--- src/rtl/vga_timing.sv ---
// vga_timing: 640x480@60 VGA raster counters with registered sync/blank decode and frame tick
module vga_timing #(
    parameter int H_SYNC   = 96,
    parameter int H_BACK   = 48,
    parameter int H_ACTIVE = 640,
    parameter int H_FRONT  = 16,
    parameter int V_SYNC   = 2,
    parameter int V_BACK   = 33,
    parameter int V_ACTIVE = 480,
    parameter int V_FRONT  = 10
) (
    input  logic       CLOCK_50,
    input  logic       reset,
    output logic       VGA_CLK,
    output logic [9:0] VGA_X,
    output logic [9:0] VGA_Y,
    output logic       VGA_HS,
    output logic       VGA_VS,
    output logic       VGA_BLANK_N,
    output logic       VGA_SYNC_N,
    output logic       frame_end
);
    localparam logic [9:0] H_SYNC_END = 10'(H_SYNC - 1);
    localparam logic [9:0] H_BACK_END = 10'(H_SYNC + H_BACK - 1);
    localparam logic [9:0] H_ACT_END  = 10'(H_SYNC + H_BACK + H_ACTIVE - 1);
    localparam logic [9:0] H_END      = 10'(H_SYNC + H_BACK + H_ACTIVE + H_FRONT - 1);
    localparam logic [9:0] V_SYNC_END = 10'(V_SYNC - 1);
    localparam logic [9:0] V_BACK_END = 10'(V_SYNC + V_BACK - 1);
    localparam logic [9:0] V_ACT_END  = 10'(V_SYNC + V_BACK + V_ACTIVE - 1);
    localparam logic [9:0] V_END      = 10'(V_SYNC + V_BACK + V_ACTIVE + V_FRONT - 1);

    typedef enum logic [1:0] {H_SYNC_ST, H_BACK_ST, H_ACT_ST, H_FRONT_ST} h_state_t;
    typedef enum logic [1:0] {V_SYNC_ST, V_BACK_ST, V_ACT_ST, V_FRONT_ST} v_state_t;

    h_state_t   h_state, h_next;
    v_state_t   v_state, v_next;
    logic       ph, line_wrap;
    logic [9:0] x_next, y_next;

    assign VGA_SYNC_N = 1'b0;
    assign VGA_CLK    = ph;
    assign line_wrap  = ph && h_state == H_FRONT_ST && VGA_X == H_END;

    // Horizontal region sequencing; x advances on each pixel step (ph high)
    always_comb begin
        h_next = h_state;
        x_next = VGA_X;
        if (ph) begin
            x_next = VGA_X + 10'd1;
            case (h_state)
                H_SYNC_ST:  if (VGA_X == H_SYNC_END) h_next = H_BACK_ST;
                H_BACK_ST:  if (VGA_X == H_BACK_END) h_next = H_ACT_ST;
                H_ACT_ST:   if (VGA_X == H_ACT_END)  h_next = H_FRONT_ST;
                H_FRONT_ST: if (VGA_X == H_END) begin
                    h_next = H_SYNC_ST;
                    x_next = '0;
                end
            endcase
        end
    end

    // Vertical region sequencing; y advances only when the line wraps
    always_comb begin
        v_next = v_state;
        y_next = VGA_Y;
        if (line_wrap) begin
            y_next = VGA_Y + 10'd1;
            case (v_state)
                V_SYNC_ST:  if (VGA_Y == V_SYNC_END) v_next = V_BACK_ST;
                V_BACK_ST:  if (VGA_Y == V_BACK_END) v_next = V_ACT_ST;
                V_ACT_ST:   if (VGA_Y == V_ACT_END)  v_next = V_FRONT_ST;
                V_FRONT_ST: if (VGA_Y == V_END) begin
                    v_next = V_SYNC_ST;
                    y_next = '0;
                end
            endcase
        end
    end

    // Counters, states and decodes share one edge so outputs stay aligned with X/Y
    always_ff @(posedge CLOCK_50 or posedge reset) begin
        if (reset) begin
            ph          <= 1'b0;
            h_state     <= H_SYNC_ST;
            v_state     <= V_SYNC_ST;
            VGA_X       <= '0;
            VGA_Y       <= '0;
            VGA_HS      <= 1'b0;
            VGA_VS      <= 1'b0;
            VGA_BLANK_N <= 1'b0;
            frame_end   <= 1'b0;
        end else begin
            ph          <= ~ph;
            h_state     <= h_next;
            v_state     <= v_next;
            VGA_X       <= x_next;
            VGA_Y       <= y_next;
            VGA_HS      <= h_next != H_SYNC_ST;
            VGA_VS      <= v_next != V_SYNC_ST;
            VGA_BLANK_N <= h_next == H_ACT_ST && v_next == V_ACT_ST;
            frame_end   <= line_wrap && v_state == V_ACT_ST && VGA_Y == V_ACT_END;
        end
    end
endmodule

--- config.mk ---
export PLATFORM = sky130hd
export DESIGN_NAME = vga_timing
export DESIGN_NICKNAME = d
export VERILOG_FILES = /design/src/rtl/vga_timing.sv
export SDC_FILE = /design/constraint.sdc
export NUM_CORES = 1
export LEC_CHECK = 0
export BUFFER_PORTS_ARGS = -buffer_cell sky130_fd_sc_hd__buf_2
export CAP_MARGIN = 15
export CORE_UTILIZATION = 35
export DETAILED_ROUTE_END_ITERATION = 10
export MAX_ROUTING_LAYER = met4
export SLEW_MARGIN = 0
export SYNTH_ARGS = -nofsm -noshare
export SYNTH_HDL_FRONTEND = slang
export SYNTH_SLANG_ARGS = --single-unit
--- constraint.sdc ---
create_clock -name CLOCK_50 -period 2.2 [get_ports CLOCK_50]
set_clock_uncertainty 0.05 [all_clocks]
set_input_delay 0.11 -clock CLOCK_50 [delete_from_list [all_inputs] [get_ports CLOCK_50]]
set_output_delay 0.11 -clock CLOCK_50 [all_outputs]
set_load 0.1 [all_outputs]
=== Word-level counts from Yosys, hierarchy flattened ===
Index checks and enable logic that the tools add are counted.

* Bits in registers: 29
* Bits of input ports: 2
* Output and inout port bits: 26
* Word-level logic and storage cells: 53

* $add $sub $neg: 2
* Eq/ne operators: 16
* Multiplexer cells: 16
* Bitwise operators: 1
* Reductions and logical operators: 9

{| class="wikitable"
|+ Operator list
! kind !! number
|-
| equality test 10 bit, second input constant || 4
|-
| two-way mux 10 bit || 4
|-
| adder 10 x 1 -> 10 bit, second input constant || 2
|-
| two-way mux 2 bit || 10
|-
| one-hot mux 2 bit (4 select lines) || 2
|-
| equality test 2 bit, second input constant || 6
|-
| equality test 10 x 1 -> 1 bit, second input constant || 1
|-
| equality test 10 x 6 -> 1 bit, second input constant || 1
|-
| equality test 10 x 7 -> 1 bit, second input constant || 1
|-
| equality test 10 x 8 -> 1 bit, second input constant || 1
|-
| logical AND 1 bit || 5
|-
| equality test 2 x 1 -> 1 bit, second input constant || 2
|-
| zero test 2 bit || 2
|-
| nonzero test 2 bit || 2
|-
| inverter 1 bit || 1
|}

=== Logic depth before layout (Yosys ltp) ===
Gate-level depths: netlist of run 1.

* Depth in word-level cells: 6
* Depth in mapped cells: 7
* Gate-level depth less buffers: 7

=== Worst setup path after synthesis of run 1 ===
OpenSTA, ideal clock, no wires.

* Path kind: flip-flop to flip-flop
* From: reg VGA_X[1]
* To: reg VGA_VS
* Library setup time: 0.124 ns
* Arrival: 2.476 ns
* Data required time: 2.026 ns
* Slack: -0.450 ns
* Cell stages (with the launch flop): 8
* Path buffers: 1
* Clock period less this slack: 2.650 ns
* Path through: dfrtp_1 -> ha_1 -> nand4b_1 -> nor3_1 -> and4_1 -> clkbuf_1 -> a21oi_1 -> or2_1

* Word-level cells in the longest chain between the ends: 4

{| class="wikitable"
|+ Ends and longest elaborated chain
! what !! RTL line !! source
|-
| start: declaration || 15 || <nowiki>output logic [9:0] VGA_X,</nowiki>
|-
| start signal: assignment || 96 || <nowiki>VGA_X <= x_next;</nowiki>
|-
| equality test 10 bit || 42 || <nowiki>assign line_wrap = ph && h_state == H_FRONT_ST && VGA_X == H_END;</nowiki>
|-
| logical AND 1 bit || 42 ||
|-
| two-way mux 2 bit || 66 || <nowiki>if (line_wrap) begin</nowiki>
|-
| net v_next[1] || 36 || <nowiki>v_state_t v_state, v_next;</nowiki>
|-
| nonzero test 2 bit || 99 || <nowiki>VGA_VS <= v_next != V_SYNC_ST;</nowiki>
|-
| end signal: assignment || 89 || <nowiki>VGA_VS <= 1'b0;</nowiki>
|-
| end signal: assignment || 99 ||
|-
| end: declaration || 18 || <nowiki>output logic VGA_VS,</nowiki>
|}

The timed path passes the listed nets, and every way through them passes these cells.
A chain may end at the register's enable or synchronous reset.

=== Worst setup path after layout of run 1 ===
* From: reg VGA_Y[4]
* To: reg VGA_VS

* Word-level cells in the longest chain between the ends: 5
* Elaborated cells between the ends (all ways): 11
* Classes of those cells: eq/ne: 4; mux: 6; reduce/logical: 1

{| class="wikitable"
|+ Ends and longest elaborated chain
! what !! RTL line !! source
|-
| start: declaration || 16 || <nowiki>output logic [9:0] VGA_Y,</nowiki>
|-
| start signal: assignment || 97 || <nowiki>VGA_Y <= y_next;</nowiki>
|-
| equality test 10 bit, or another cell as far along || 72 || <nowiki>V_FRONT_ST: if (VGA_Y == V_END) begin</nowiki>
|-
| two-way mux 2 bit, on equally long branches || n/a ||
|-
| one-hot mux 2 bit (4 select lines) (*) || 68 || <nowiki>case (v_state)</nowiki>
|-
| two-way mux 2 bit (*) || 66 ||
|-
| net v_next[0] || 36 ||
|-
| nonzero test 2 bit (*) || 99 ||
|}

The timed path passes the listed nets; every way through them passes the cells marked *.

==> results.md, run 1 <==
- Via count of the first global-routing pass: 1290
- Register area share after synthesis: 47.00%
- DR vias/cell: 5.297
- Slowest Stage Delay on Critical Path: 0.60 ns
- # rows: 23
- CP startpoint kind: register
- Cell taking the most area after synthesis: dfrtp_1
- Nets: 202
- Hold Path Class: input port to async pin
- EDFF count, synth: 0
- Period utilization: 95.22%
- Sw frac: 20.91%
- Status: finished clean
- Routed len/inst: 14.52 um
- Ys async rst share: 100.0%
- Final hold vios: 0
- CTS sink count: 29
- Starting DRT DRC Count: 84
- Yosys cell types: 40
- Critical Path AT: 2.21 ns
- Largest net degree at the start of global routing: 30
- Comb power frac: 2.1%
- Port Buf Inserts: 26
- Root Buffer: clkbuf_8
- Share of cells above drive strength 1: 33.16%
- Gpl congestion: 0.8361
- Psw: 0.2090 mW
- Flop and latch count out of synthesis: 29
- Synth Cell Area: 0.001544 mm^2
- Final setup fails: 0
- Cells after Synth: 159
- Die area: 0.004681 mm^2
- Worst EP required: 2.32 ns
- Tmin final: 2.095 ns
- Most frequent cell after synthesis: dfrtp_1
- CTS max path bufs: 2
- Post-DP HPWL: 2.610 mm
- Top cells by area, synth: dfrtp_1, ha_1, xnor2_1
- RSZ-0062 raised after global routing: no
- Max stage delay cell, worst path: or4_4
- First-pass GRT wire length: 5.989 mm
- CTS H-tree lvls: 2
- Routed vias: 1303
- DRT Wirelength: 3.571 mm
- Initial antenna violation count: 0
- Io pins: 28
- Die Y: 68.42 um
- DRT Pass-1 Iters: 4
- Design Area, Final: 0.001913 mm^2
- Clock transition at the registers of the reported paths: 0.06 ns
- Ys flop type: dfrtp_1
- TritonCTS clock tree: built
- Sequential share of power: 53.3%
- Max Clk Rate: 477.4 MHz
- Critical-path cell list: or4_4 > nor3b_1 > a211oi_1 > a2bb2oi_1 > or2_1
- VDD IR max: 0.1623 mV
- Int Pwr: 0.7908 mW
- Syn. warnings: 0
- Area Growth Syn to Fin: 23.91%
- Total GRT Usage: 18.08%
- Synth top area share: 47.00%
- Syn_area_per_cell: 9.711 um^2
- Crit. End Element: register
- Inserted Clock Buffers: 5
- Static leakage: 0.8630 nW
- Setup CP Type: register to register
- Pwr Density: 522.6 mW/mm^2
- Top post-synthesis cells by count: dfrtp_1, nand2_1, inv_1, nor2_1, nand4_1
- Crit Path Max Fanout: 8
- Max Cap Violations: 0
- Clock power frac: 44.6%
- Core Box Area: 0.004115 mm^2
- Antenna-violating nets left: 0
- Post-route DRC: 0
- Synth Net Count: 166
- Dpl cell area: 0.001790 mm^2
- Starting Density: 37.52%
- Post-route setup TNS: 0 ns
- Worst-Skew Late Latency: 0.28 ns
- Die X: 68.42 um
- Number of diodes: 0
- Design Power: 0.9998 mW
- Slew Viols, Final: 0
- GRT overflow: 0
==> timing repair <==
item                                   CTS  global route
setup endpoints to repair                0             4
hold buffers                             1             0
setup buffers                            0             3
resized for setup                        0             0
endpoints found under the hold margin   29             0
==> final cells by class <==
type                            count  area [um^2]
Timing Repair Buffer               34        192.7
Inverter                            9        33.78
Multi-Input combinational cell    116        775.7
Clock buffer                        8        90.09
Fill cell                         405         2202
Tap cell                           50        62.56
Sequential cell                    29        758.2
==> stage by stage <==
stage / util, % / instances / hold slack, ns / setup WS [ns]
after detailed placement: 43.51 / 234 / 0.1512 / 0.08668
after global placement: 43.51 / 234 / 0.1421 / 0.1718
after CTS: 45.94 / 243 / 0.4032 / 0.07813
after global routing: 46.49 / 246 / 0.4621 / 0.005477
final: 46.49 / 246 / 0.3909 / 0.1052
after floorplan: - / 159 / 0.1370 / 0.02784
==> critical path: cells and delay by family (launching register included) <==
family	cells	cell delay (ns)
DFF	1	0.51
and+or+nand+nor	3	1.13
AOI/OAI and AO/OA	2	0.30
==> placed cells by master, fill, tap and decap left out, types with 3 or more instances in the layout <==
cell      instances
dfrtp_4           3
dfrtp_1           9
buf_4             7
ha_1              5
o21ai_1           6
nor3b_1           3
xnor2_1           7
nor3_1            3
o31ai_1           3
and4_1            3
clkbuf_8          6
nand2b_1          5
nand3_1           5
nand2_1          14
inv_1             9
nand4_1           8
a21oi_1           4
buf_2            26
and3_1            4
xor2_1            4
nor2_1            9
dfrtp_2          17
o21ai_0           6
==> layer usage <==
layer / wire length (um) / GRT usage [%] / vias to the layer above
li1: - / - / 639
met1: 1750 / 23.46 / 620
met2: 1635 / 26.96 / 37
met3: 138 / 4.500 / 7
met4: 46 / 6.771 / 0
met5: 0 / - / -
==> final timing paths <==
path                       startpoint       end  slack (ns)  cells after the start
min in group CLOCK_50        VGA_Y[7]  VGA_Y[7]        0.44                      1
hold reg to reg              VGA_Y[7]  VGA_Y[7]        0.44                      1
setup reg to reg             VGA_Y[4]    VGA_VS        0.11                      5
setup / recovery             VGA_Y[4]    VGA_VS        0.11                      5
max in group asynchronous       reset  VGA_Y[4]        1.40                      4
hold / removal                  reset  VGA_X[1]        0.39                      4
==> logic make-up (layout without fill, tap and decap cells) <==
family / count (synthesis) / in the layout / synth area share [%]
DFF: 29 / 29 / 47.00
and+or+nand+nor: 72 / 72 / 28.20
AOI/OAI and AO/OA: 27 / 27 / 10.62
buffers and inverters: 14 / 51 / 3.646
other: 1 / 1 / 0.2429
xor gates and xnor gates: 11 / 11 / 6.240
adders and majority gates: 5 / 5 / 4.052
==> registers in the layout, summed over array words and instances, names as in the netlist <==
name	count
VGA_X	10
VGA_Y	10
h_state	2
v_state	2
VGA_BLANK_N	1
VGA_CLK	1
VGA_HS	1
VGA_VS	1
frame_end	1
==> power by group through the flow <==
stage          clock, mW  combinational, mW  sequential [mW]
2_1_floorplan          0             0.0166            0.543
3_3_place_gp           0             0.0201            0.543
3_5_place_dp           0             0.0206            0.543
4_1_cts            0.455             0.0218            0.533
5_1_grt            0.484             0.0244            0.533
6_report           0.446             0.0209            0.533
Note: power is estimated with default switching activity, not from simulation.
==> run 2: changes to the inputs <==
- CORE_ASPECT_RATIO: not set -> 2
==> results.md, run 2 (synthesis results as in run 1) <==
- Status: finished clean
- Most common library cell in the layout ignoring fill and taps: buf_2
- Via count of the first global-routing pass: 1300
- CTS sink count: 29
- Final hold vios: 0
- Fillers: 411
- CTS H-tree lvls: 2
- Slew Viols, Final: 0
- Met1 Track Usage GR: 16.97%
- VDD IR max: 0.3272 mV
- Worst-Skew Late Latency: 0.28 ns
- TritonCTS clock tree: built
- Nets: 201
- Critical-path cell list: or4_4 > nor3b_1 > a211oi_1 > a2bb2oi_1 > or2_1
- Delay-heaviest family, CP: simple AND/OR/NAND/NOR gates
- Max Clk Rate: 476.0 MHz
- Period utilization: 95.49%
- Post-DP HPWL: 2.525 mm
- Non-Filler Instances: 247
- Number of instances in the placed design: 236
- Number of diodes: 0
- Io pins: 28
- Area Growth Syn to Fin: 23.58%
- Crit path to: VGA_VS
- Antenna-violating nets left: 0
- Root Buffer: clkbuf_8
- Share of cells above drive strength 1: 32.82%
- Max stage delay cell, worst path: or4_4
- Met3 Use GR: 3.476%
- Commonest non-fill, non-tap cells in the layout: buf_2, dfrtp_2, nand2_1
- Design Power: 0.9950 mW
- Critical Path AT: 2.21 ns
- Routed vias: 1313
- Biggest regs: VGA_X x10, VGA_Y x10
- Worst EP required: 2.31 ns
- # rows: 33
- R2R Path Start: VGA_Y[4]
- Clock transition at the registers of the reported paths: 0.06 ns
- Final setup fails: 0
- Die X: 48.97 um
- Slowest Stage Delay on Critical Path: 0.60 ns
- Tmin final: 2.101 ns
- DRT Wirelength: 3.448 mm
- CTS max path bufs: 2
- Crit Path Max Fanout: 8
- Die area: 0.004697 mm^2
- Die Y: 95.93 um
- Hold Path Class: input port to async pin
- Max Cap Violations: 0
- DR vias/cell: 5.316
- Static leakage: 0.8562 nW
- Pwr Density: 521.5 mW/mm^2
- Routed len/inst: 13.96 um
- GR peak layer: met2
- Total GRT Usage: 16.75%
- Largest net degree at the start of global routing: 30
- Post-route DRC: 0
- Starting Density: 37.02%
- Initial antenna violation count: 0
- Gpl congestion: 0.8048
- First-pass GRT wire length: 5.754 mm
- Worst R2R Setup Slack: 0.1 ns
- GRT overflow: 0
- Crit. End Element: register
- Setup CP Type: register to register
- DRT Pass-1 Iters: 4
- Gates resized, CTS repair: 0
- CP Buf/Inv Count: 0
- Port Buf Inserts: 26
- Worst setup startpoint: VGA_Y[4]
- CP startpoint kind: register
- Inserted Clock Buffers: 5
- R2R cell count: 5
- Starting DRT DRC Count: 25
- Worst r2r dst: VGA_VS
- Core Box Area: 0.004170 mm^2
- Number of cells on the critical path: 5
- Met2 Usage GRT: 28.59%
run 2: area by class of cell:
cell class	count	area [um^2]	area share (%)
repair buffers	33	185.2	9.705
multi-input cells	116	775.7	40.66
inverters	9	33.78	1.770
well taps	52	65.06	3.410
flip-flops and latches	29	758.2	39.74
clock buffers	8	90.09	4.721
run 2: stage by stage:
stage	setup slack (ns)	util [%]	cell area (um^2)	hold slack, ns	setup TNS, ns
after CTS	0.09012	45.39	1893	0.3977	0
after floorplan	0.02784	-	1592	0.1370	0
after detailed placement	0.1107	42.99	1793	0.1557	0
final	0.09925	45.75	1908	0.3862	0
after global placement	0.1791	42.99	1793	0.1438	0
after global routing	-0.006741	45.75	1908	0.4314	-0.007126
run 2: metal layers:
layer	wire length, um	share of wire (%)
met4	76	2.2
met5	0	0
met3	119	3.5
met2	1809	52
met1	1442	42
run 2: repair_timing:
item                                    4_1_cts  5_1_grt
endpoints found under the hold margin        29        0
hold buffers                                  1        0
endpoints found under the setup margin        0        1
buffers inserted                              0        2
run 2: worst min path at each step:
stage / to / depth (start not counted)
final: VGA_Y[9] / 4
after floorplan: VGA_BLANK_N / 1
after CTS: VGA_Y[5] / 4
after global routing: VGA_Y[5] / 4
after global placement: frame_end / 3
after detailed placement: frame_end / 3
run 2: where the power goes:
part / leakage, nW / total, mW / switching, mW / internal, mW
Clock: 0.0455 / 0.441 / 0.187 / 0.254
Sequential: 0.360 / 0.533 / 0 / 0.533
Combinational: 0.450 / 0.0207 / 0.0176 / 0.00309
run 2: tightest hold or removal path, cell delays in order:
cell and delay, ns:
dlygate4sd3_1 0.53, buf_2 0.12, inv_1 0.04, buf_4 0.33
